**config.mk**
```make
export PLATFORM = sky130hd
export DESIGN_NAME = seq_pattern_tx
export DESIGN_NICKNAME = d
export VERILOG_FILES = /design/src/rtl/seq_pattern_tx.sv
export SDC_FILE = /design/constraint.sdc
export NUM_CORES = 1
export LEC_CHECK = 0
export CORE_ASPECT_RATIO = 1.75
export CORE_UTILIZATION = 56
export CTS_CLUSTER_DIAMETER = 40
export DETAILED_ROUTE_END_ITERATION = 6
export PLACE_DENSITY = 0.95
export SETUP_SLACK_MARGIN = 0.15
export SLEW_MARGIN = 5
export SYNTH_ARGS = -nofsm -noshare
export SYNTH_HDL_FRONTEND = slang
export SYNTH_SLANG_ARGS = --single-unit
export TNS_END_PERCENT = 5
```
**constraint.sdc**
```tcl
create_clock -name clk -period 4 [get_ports clk]
set_input_delay 1.2 -clock clk [delete_from_list [all_inputs] [get_ports clk]]
set_output_delay 1.2 -clock clk [all_outputs]
set_load 0.1 [all_outputs]
```
**src/rtl/seq_pattern_tx.sv**
```systemverilog
// Serial pattern transmitter: shifts a parallel word out MSB-first, optionally repeated,
// and counts overlapping "1011" occurrences in the emitted stream. Optional macro: SEQ_TX_GAP_EN.
module seq_pattern_tx #(
  parameter int WIDTH = 8,
  parameter int REP_W = 4,
  parameter int CNT_W = 8
) (
  input  logic             clk,
  input  logic             rst,
  input  logic             in_valid,
  output logic             in_ready,
  input  logic [WIDTH-1:0] in_data,
  input  logic [REP_W-1:0] in_repeat,
  output logic             x,
  output logic             x_valid,
  output logic             busy,
  output logic             done,
  output logic [CNT_W-1:0] match_cnt,
  input  logic             clear_cnt
);

  localparam int IDX_W = $clog2(WIDTH);

`ifdef SEQ_TX_GAP_EN
  typedef enum logic [1:0] {S_IDLE, S_SHIFT, S_GAP} state_t;
`else
  typedef enum logic {S_IDLE, S_SHIFT} state_t;
`endif

  state_t           state_q, state_d;
  logic [WIDTH-1:0] hold_q, hold_d;
  logic [WIDTH-1:0] shift_q, shift_d;
  logic [IDX_W-1:0] bit_idx_q, bit_idx_d;
  logic [REP_W-1:0] rep_left_q, rep_left_d;
  logic             x_q, x_d;
  logic             x_valid_q, x_valid_d;
  logic             busy_q, busy_d;
  logic             done_q, done_d;
  logic [3:0]       hist_q, hist_d;
  logic [CNT_W-1:0] match_cnt_q, match_cnt_d;
  logic [3:0]       hist_next;

  assign in_ready  = (state_q == S_IDLE);
  assign x         = x_q;
  assign x_valid   = x_valid_q;
  assign busy      = busy_q;
  assign done      = done_q;
  assign match_cnt = match_cnt_q;
  assign hist_next = {hist_q[2:0], x_d};

  // NOTE: every signal driven here gets a default first, so no path leaves it unassigned (no latch).
  always_comb begin
    state_d     = state_q;
    hold_d      = hold_q;
    shift_d     = shift_q;
    bit_idx_d   = bit_idx_q;
    rep_left_d  = rep_left_q;
    x_d         = 1'b0;
    x_valid_d   = 1'b0;
    busy_d      = busy_q;
    done_d      = 1'b0;
    hist_d      = hist_q;
    match_cnt_d = match_cnt_q;

    unique case (state_q)
      S_IDLE: begin
        if (in_valid) begin
          hold_d     = in_data;
          shift_d    = in_data << 1;
          bit_idx_d  = IDX_W'(WIDTH - 1);
          rep_left_d = in_repeat;
          x_d        = in_data[WIDTH-1];
          x_valid_d  = 1'b1;
          busy_d     = 1'b1;
          state_d    = S_SHIFT;
        end
      end
      S_SHIFT: begin
        // bit_idx counts the bits of the current word still to come after the one on x.
        if (bit_idx_q != '0) begin
          x_d       = shift_q[WIDTH-1];
          x_valid_d = 1'b1;
          shift_d   = shift_q << 1;
          bit_idx_d = bit_idx_q - 1'b1;
        end else if (rep_left_q != '0) begin
          rep_left_d = rep_left_q - 1'b1;
`ifdef SEQ_TX_GAP_EN
          state_d    = S_GAP;
`else
          x_d        = hold_q[WIDTH-1];
          x_valid_d  = 1'b1;
          shift_d    = hold_q << 1;
          bit_idx_d  = IDX_W'(WIDTH - 1);
`endif
        end else begin
          busy_d  = 1'b0;
          done_d  = 1'b1;
          state_d = S_IDLE;
        end
      end
`ifdef SEQ_TX_GAP_EN
      S_GAP: begin
        x_d       = hold_q[WIDTH-1];
        x_valid_d = 1'b1;
        shift_d   = hold_q << 1;
        bit_idx_d = IDX_W'(WIDTH - 1);
        state_d   = S_SHIFT;
      end
`endif
      default: state_d = S_IDLE;
    endcase

    // The count reflects the bit being launched on this edge, so it lines up with x.
    if (x_valid_d) begin
      hist_d = hist_next;
      if (hist_next == 4'b1011 && !(&match_cnt_q))
        match_cnt_d = match_cnt_q + 1'b1;
    end
    if (clear_cnt) begin
      hist_d      = '0;
      match_cnt_d = '0;
    end
  end

  // NOTE: sequential state uses non-blocking assignments only, so all flops update together.
  always_ff @(posedge clk) begin
    if (rst) begin
      state_q     <= S_IDLE;
      rep_left_q  <= '0;
      bit_idx_q   <= '0;
      x_q         <= 1'b0;
      x_valid_q   <= 1'b0;
      busy_q      <= 1'b0;
      done_q      <= 1'b0;
      hist_q      <= '0;
      match_cnt_q <= '0;
    end else begin
      state_q     <= state_d;
      rep_left_q  <= rep_left_d;
      bit_idx_q   <= bit_idx_d;
      x_q         <= x_d;
      x_valid_q   <= x_valid_d;
      busy_q      <= busy_d;
      done_q      <= done_d;
      hist_q      <= hist_d;
      match_cnt_q <= match_cnt_d;
    end
  end

  // NOTE: word registers carry no reset; they are always loaded before being read.
  always_ff @(posedge clk) begin
    hold_q  <= hold_d;
    shift_q <= shift_d;
  end

endmodule

```
==> run_results.csv, run 1 <==
group,metric,value,unit
critical_path,path_max_fanout,5,
timing,drv_slew,0,
detailed_routing,first_iter_violations,46,
timing,hold_viol,0,
synthesis,synth_sequential_area_ratio,0.5235,
synthesis,ys_types,43,
job,drv_cap,0,
pwr,power_density,422.3,nW/um^2
synthesis,synth_edf_count,15,
critical_path,critPathLaunchType,"register",
clock_network,postCtsSetupBuffers,0,
finish,fill_cells,205,
finish,drive_above_1_share,0.08543,
synthesis,synthFlopType,"dfxtp_1",
floorplan,rows,26,
detailed_routing,num_vias,1385,
global_routing,grt_pass1_wl,6320,um
timing,rsz0062_at_grt,"no",
status,failed_checks,"DRC",
global_routing,grt_use_total,0.2664,
critical_path,endpoint_kind,"output pin",
floorplan,die_h,74.92,um
global_routing,grt_start_max_net_pins,26,
clock_network,cts-root-buf,"clkbuf_8",
floorplan,ios,29,
clock_network,cts_num_sinks,37,
clock_network,holdBufCountCts,0,
clock_network,numCtsBuffers,5,
finish,synthToLayoutAreaGrowth,20.88,%
floorplan,design.die.area,3272,sq um
timing,tightest_slew,0.9874,ns
synthesis,synth_top_cell_area_share,0.2647,
clock_network,post_cts_resized,0,
detailed_routing,drtPass1Iterations,6,
synthesis,synth.most_common_cell,"dfxtp_1",
timing,relSlewSlack,0.3397,
placement,routabilityCongestion,0.7611,
floorplan,fp.dieW,43.67,um
timing,finClkSkew,0.001495,ns
synthesis,synthCells,170,
critical_path,crit_type,"register to output pin",
floorplan,start_util,0.5877,
synthesis,syn_avg_cell_area,10.01,sq um
synthesis,ys_ff_latch,37,
synthesis,synth_area_leaders,"edfxtp_1 (26%), dfxtp_1 (26%), a21oi_1 (4.4%), nor2_1 (4.0%), nand2_1 (3.5%)",
critical_path,crit_chain,"clkdlybuf4s50_1",
synthesis,yosysWarnings,0,
critical_path,crit_arrival,1.88,ns
detailed_routing,wl,3862,um
finish,antenna_cells,0,
placement,port_buffers,28,
synthesis,synthTopCellsByCount,"dfxtp_1 (22), nor2_1 (18), nand2_1 (16), a21oi_1 (15), edfxtp_1 (15)",
finish,final_cells,227,
pwr,power,868.7,uW
timing,setup_tns,0,ns
clock_network,cts_buffer_depth,2,
critical_path,slowest_stage,"clkdlybuf4s50_1",
critical_path,cp_top_family,"buffers and inverters",
pwr,irDropWorstVdd,0.0003509,V
placement,place_inst,219,
synthesis,syn_area,1702,sq um
synthesis,syn_nets,190,
detailed_routing,wire_per_inst,17.01,um
clock_network,cts_tree,"yes",
timing,period_share,0.7688,
clock_network,path_clk_slew,0.07,ns
critical_path,max_stage_delay,1.18,ns
finish,nets,218,
pwr,power.leakage,0.0007212,uW
critical_path,cp.required,2.80,ns
clock_network,clock_latency,0.29,ns
timing,finalSetupViolations,0,
global_routing,grt-ovfl-total,0,
floorplan,core_area,2895,sq um
detailed_routing,route.detailed.drc,1,
global_routing,grt_antenna_before_repair,0,
detailed_routing,viasPerCell,6.101,
status,status,"finished, violations left",
synthesis,synthArstFlopShare,0,
critical_path,cp.buffers_inverters,1,
worst_hold_path,worstHoldPathType,"register to register",
placement,hpwl,2737,um
detailed_routing,drtAntennaViolNets,0,
global_routing,grt_pass1_vias,1447,
timing,holdWs,0.4849,ns
synthesis,synth_top_cell_by_area,"edfxtp_1",
clock_network,h-tree-depth,2,
timing,clock.fmax,325.2,MHz
timing,finalCriticalPeriod,3.075,ns
kinds of logic (layout without fill, tap and decap cells):
group / after synthesis / count (layout) / synth area share
simple gates: 68 / 68 / 0.2096
compound gates: 43 / 43 / 0.1743
flops: 37 / 37 / 0.5235
buf+inv: 16 / 45 / 0.05146
fa+ha+maj: 4 / 4 / 0.02941
mux: 2 / 2 / 0.01177
layout by cell type (no fill, tap or decap), types with 2 or more instances in the layout:
master,instances
or3_1,2
buf_4,6
a311oi_1,3
or4b_1,2
o31ai_1,5
a31oi_1,7
nand2_1,16
ha_1,4
nand2b_1,4
inv_1,5
o21ai_0,3
or4_1,4
nor3_1,4
clkbuf_8,6
clkbuf_1,2
nor2b_1,4
nor2_1,18
a21oi_1,15
o41ai_1,2
dfxtp_1,22
edfxtp_1,15
mux2i_1,2
nand3_1,5
clkdlybuf4s50_1,25
state kept, by name, summed over array words and instances (netlist names):
signal,flops
rep_left_q,4
done,1
busy,1
hold_q,8
shift_q,7
bit_idx_q,3
x,1
hist_q,3
x_valid,1
match_cnt,8
stage by stage:
stage                     worst slack, ns  utilization  area [sq um]
after global placement             0.9730       0.6793          1967
after CTS                          0.9214       0.7105          2057
final                              0.9248       0.7105          2057
after detailed placement           0.8695       0.6793          1967
after floorplan                    0.6194            -          1702
after global routing               0.8852       0.7105          2057
per-layer routing:
| metal | up-vias | track usage | share of wire |
|---|---|---|---|
| met1 | 644 | 0.2500 | 0.36 |
| met5 | - | 0 | 0 |
| li1 | 685 | - | - |
| met2 | 45 | 0.5141 | 0.56 |
| met3 | 11 | 0.06475 | 0.053 |
| met4 | 0 | 0.1319 | 0.030 |
power breakdown:
part | total [uW] | leakage [uW] | internal, uW | switching (uW)
Sequential | 438 | 0.000325 | 425 | 13.4
Combinational | 169 | 0.000350 | 58.3 | 111
Clock | 262 | 0.0000455 | 140 | 121
Total | 869 | 0.000721 | 623 | 245
cell type report:
| type | count | area [sq um] | share of cell area |
|---|---|---|---|
| timing repair buffer | 31 | 295.3 | 0.1436 |
| clock buffer | 8 | 90.09 | 0.04380 |
| sequential | 37 | 890.9 | 0.4331 |
| tap | 28 | 35.03 | 0.01703 |
| multi-input combinational | 117 | 723.2 | 0.3516 |
| inverter | 6 | 22.52 | 0.01095 |
worst paths after layout:
| kind | start | to | slack, ns | depth (start not counted) |
|---|---|---|---|---|
| max reg2reg | bit_idx_q[0] | match_cnt[5] | 1.58 | 7 |
| min | hist_q[2] | hist_q[2] | 0.48 | 2 |
| min reg2reg | hist_q[2] | hist_q[2] | 0.48 | 2 |
| max | match_cnt[5] | match_cnt[5] | 0.92 | 1 |
No activity file was read; power rests on OpenSTA's default activity.
==> run 2, diff against run 1 <==
- CORE_UTILIZATION: 56 -> 52
- PLACE_DENSITY: 0.95 -> 0.91
- clock period: 4 -> 3.2 ns (I/O delays scaled with it)
==> run 2 against run 1 <==
Effect of this change: the run now ends clean; worst hold slack gained 0.00059 ns; via count decreased by 0.87%; worst setup slack worse by 0.17 ns; routed wire length decreased by 7.6%; non-clock buffer count grew 1; cell area grew 1.8%; register-to-register slack worse by 0.74 ns; critical endpoint is now x_valid; largest power group unchanged; highest routed layer unchanged.
==> run_results.csv, run 2 (synthesized netlist as in run 1, its figures left out) <==
group,metric,value,unit
pwr,power_switching,321.5,uW
critical_path,crit_arrival,1.48,ns
pwr,swShare,0.2740,
floorplan,fp.dieW,45.24,um
clock_network,cts_num_sinks,37,
timing,finalSetupViolations,0,
detailed_routing,wire_per_inst,14.68,um
detailed_routing,first_iter_violations,42,
global_routing,grt_start_max_net_pins,17,
pwr,sequentialPowerShare,0.469,
clock_network,numCtsBuffers,5,
detailed_routing,drtPass1Iterations,4,
timing,tightest_slew,0.6416,ns
pwr,power,1173,uW
clock_network,cts_tree,"yes",
critical_path,reg2reg_to,"match_cnt[5]",
critical_path,cp.required,2.24,ns
pwr,power_density,560.5,nW/um^2
finish,fin_util,0.6663,
critical_path,max_stage_delay,0.57,ns
critical_path,worst_r2r_path_depth,7,
global_routing,grt_use_total,0.2348,
timing,drv_slew,0,
pwr,irDropWorstVdd,0.0003846,V
worst_hold_path,holdCritStartpoint,"bit_idx_q[0]",
critical_path,crit_chain,"buf_4, buf_4",
finish,final_cells,243,
placement,routabilityCongestion,0.7663,
critical_path,critical_path.most_common_cell,"buf_4",
clock_network,holdBufCountCts,0,
timing,finalCriticalPeriod,2.442,ns
global_routing,use_met3,0.06279,
timing,period_share,0.7631,
pwr,internal_power,851.7,uW
global_routing,grt_pass1_vias,1359,
finish,synthToLayoutAreaGrowth,23.01,%
floorplan,start_util,0.5416,
finish,nets,219,
global_routing,use_met1,0.2462,
critical_path,rrSetupSlack,0.84,ns
global_routing,met2_usage,0.4101,
worst_hold_path,hold_path_end,"bit_idx_q[0]",
timing,clock.fmax,409.5,MHz
clock_network,cts-root-buf,"clkbuf_8",
worst_hold_path,worstHoldPathType,"register to register",
clock_network,postCtsSetupBuffers,0,
floorplan,rows,27,
timing,setup_tns,0,ns
placement,place_inst,235,
finish,mostFrequentLayoutCell,"dfxtp_1",
pwr,power.leakage,0.0007667,uW
critical_path,endpoint_kind,"output pin",
finish,final_cell_mix,"dfxtp_1 (22), nor2_1 (18), buf_4 (17)",
placement,hpwl,2424,um
critical_path,crit_type,"register to output pin",
floorplan,die_h,77.68,um
placement,port_buffers,28,
pwr,clock_power_share,0.354,
timing,rsz0062_at_grt,"no",
critical_path,path_max_fanout,15,
status,status,"finished, final reports clean",
critical_path,worstReg2RegStart,"bit_idx_q[0]",
critical_path,slowest_stage,"dfxtp_1",
clock_network,path_clk_slew,0.07,ns
critical_path,cp_top_family,"buffers and inverters",
global_routing,grt_pass1_wl,5927,um
detailed_routing,viasPerCell,5.650,
global_routing,grt-ovfl-total,0,
global_routing,grt.busiest_layer,"met2",
finish,antenna_cells,0,
detailed_routing,wl,3567,um
timing,relSlewSlack,0.5703,
detailed_routing,route.detailed.drc,0,
timing,finClkSkew,0.008421,ns
finish,drive_above_1_share,0.1550,
timing,hold_viol,0,
floorplan,design.die.area,3514,sq um
floorplan,ios,29,
clock_network,clock_latency,0.30,ns
global_routing,grt_antenna_before_repair,0,
job,drv_cap,0,
detailed_routing,num_vias,1373,
critical_path,critPathLaunchType,"register",
worst_hold_path,hold_depth,1,
detailed_routing,drtAntennaViolNets,0,
floorplan,core_area,3142,sq um
clock_network,cts_buffer_depth,2,
pwr,combPwrFrac,0.177,
timing,holdWs,0.4855,ns
clock_network,post_cts_resized,0,
critical_path,cp.buffers_inverters,2,
clock_network,h-tree-depth,2,
[run 2: worst max path at each step]
stage	from	to	slack [ns]	cells after the start
finish	x_valid	x_valid	0.76	2
global route	in_valid	rep_left_q[0]	0.59	7
CTS	x_valid	x_valid	0.75	2
detailed placement	in_valid	match_cnt[5]	0.47	5
global placement	in_valid	match_cnt[6]	0.51	6
floorplan	x_valid	in_ready	0.43	1
[run 2: metrics by stage]
step	setup slack (ns)	area, sq um
CTS	0.7536	2093
detailed placement	0.4690	1969
global placement	0.5115	1969
finish	0.7580	2093
floorplan	0.4263	1703
global route	0.5872	2093
[run 2: area by class of cell]
type,count,area (sq um)
Multi-Input combinational cell,117,723.2
Sequential cell,37,890.9
Timing Repair Buffer,32,277.8
Clock inverter,1,5.005
Clock buffer,7,118.9
Tap cell,43,53.80
Inverter,6,23.77
Fill cell,256,1049
[run 2: metal layers]
layer	vias up	routed length [um]
met5	-	0
met1	649	1425
met4	0	72
met2	38	1915
li1	680	-
met3	6	154
[run 2: power groups by stage]
| stage | sequential [uW] | combinational [uW] | clock, uW |
|---|---|---|---|
| global placement | 559 | 201 | 0 |
| finish | 550 | 208 | 415 |
| detailed placement | 560 | 205 | 0 |
| CTS | 550 | 208 | 419 |
| global route | 553 | 226 | 438 |
| floorplan | 584 | 127 | 0 |
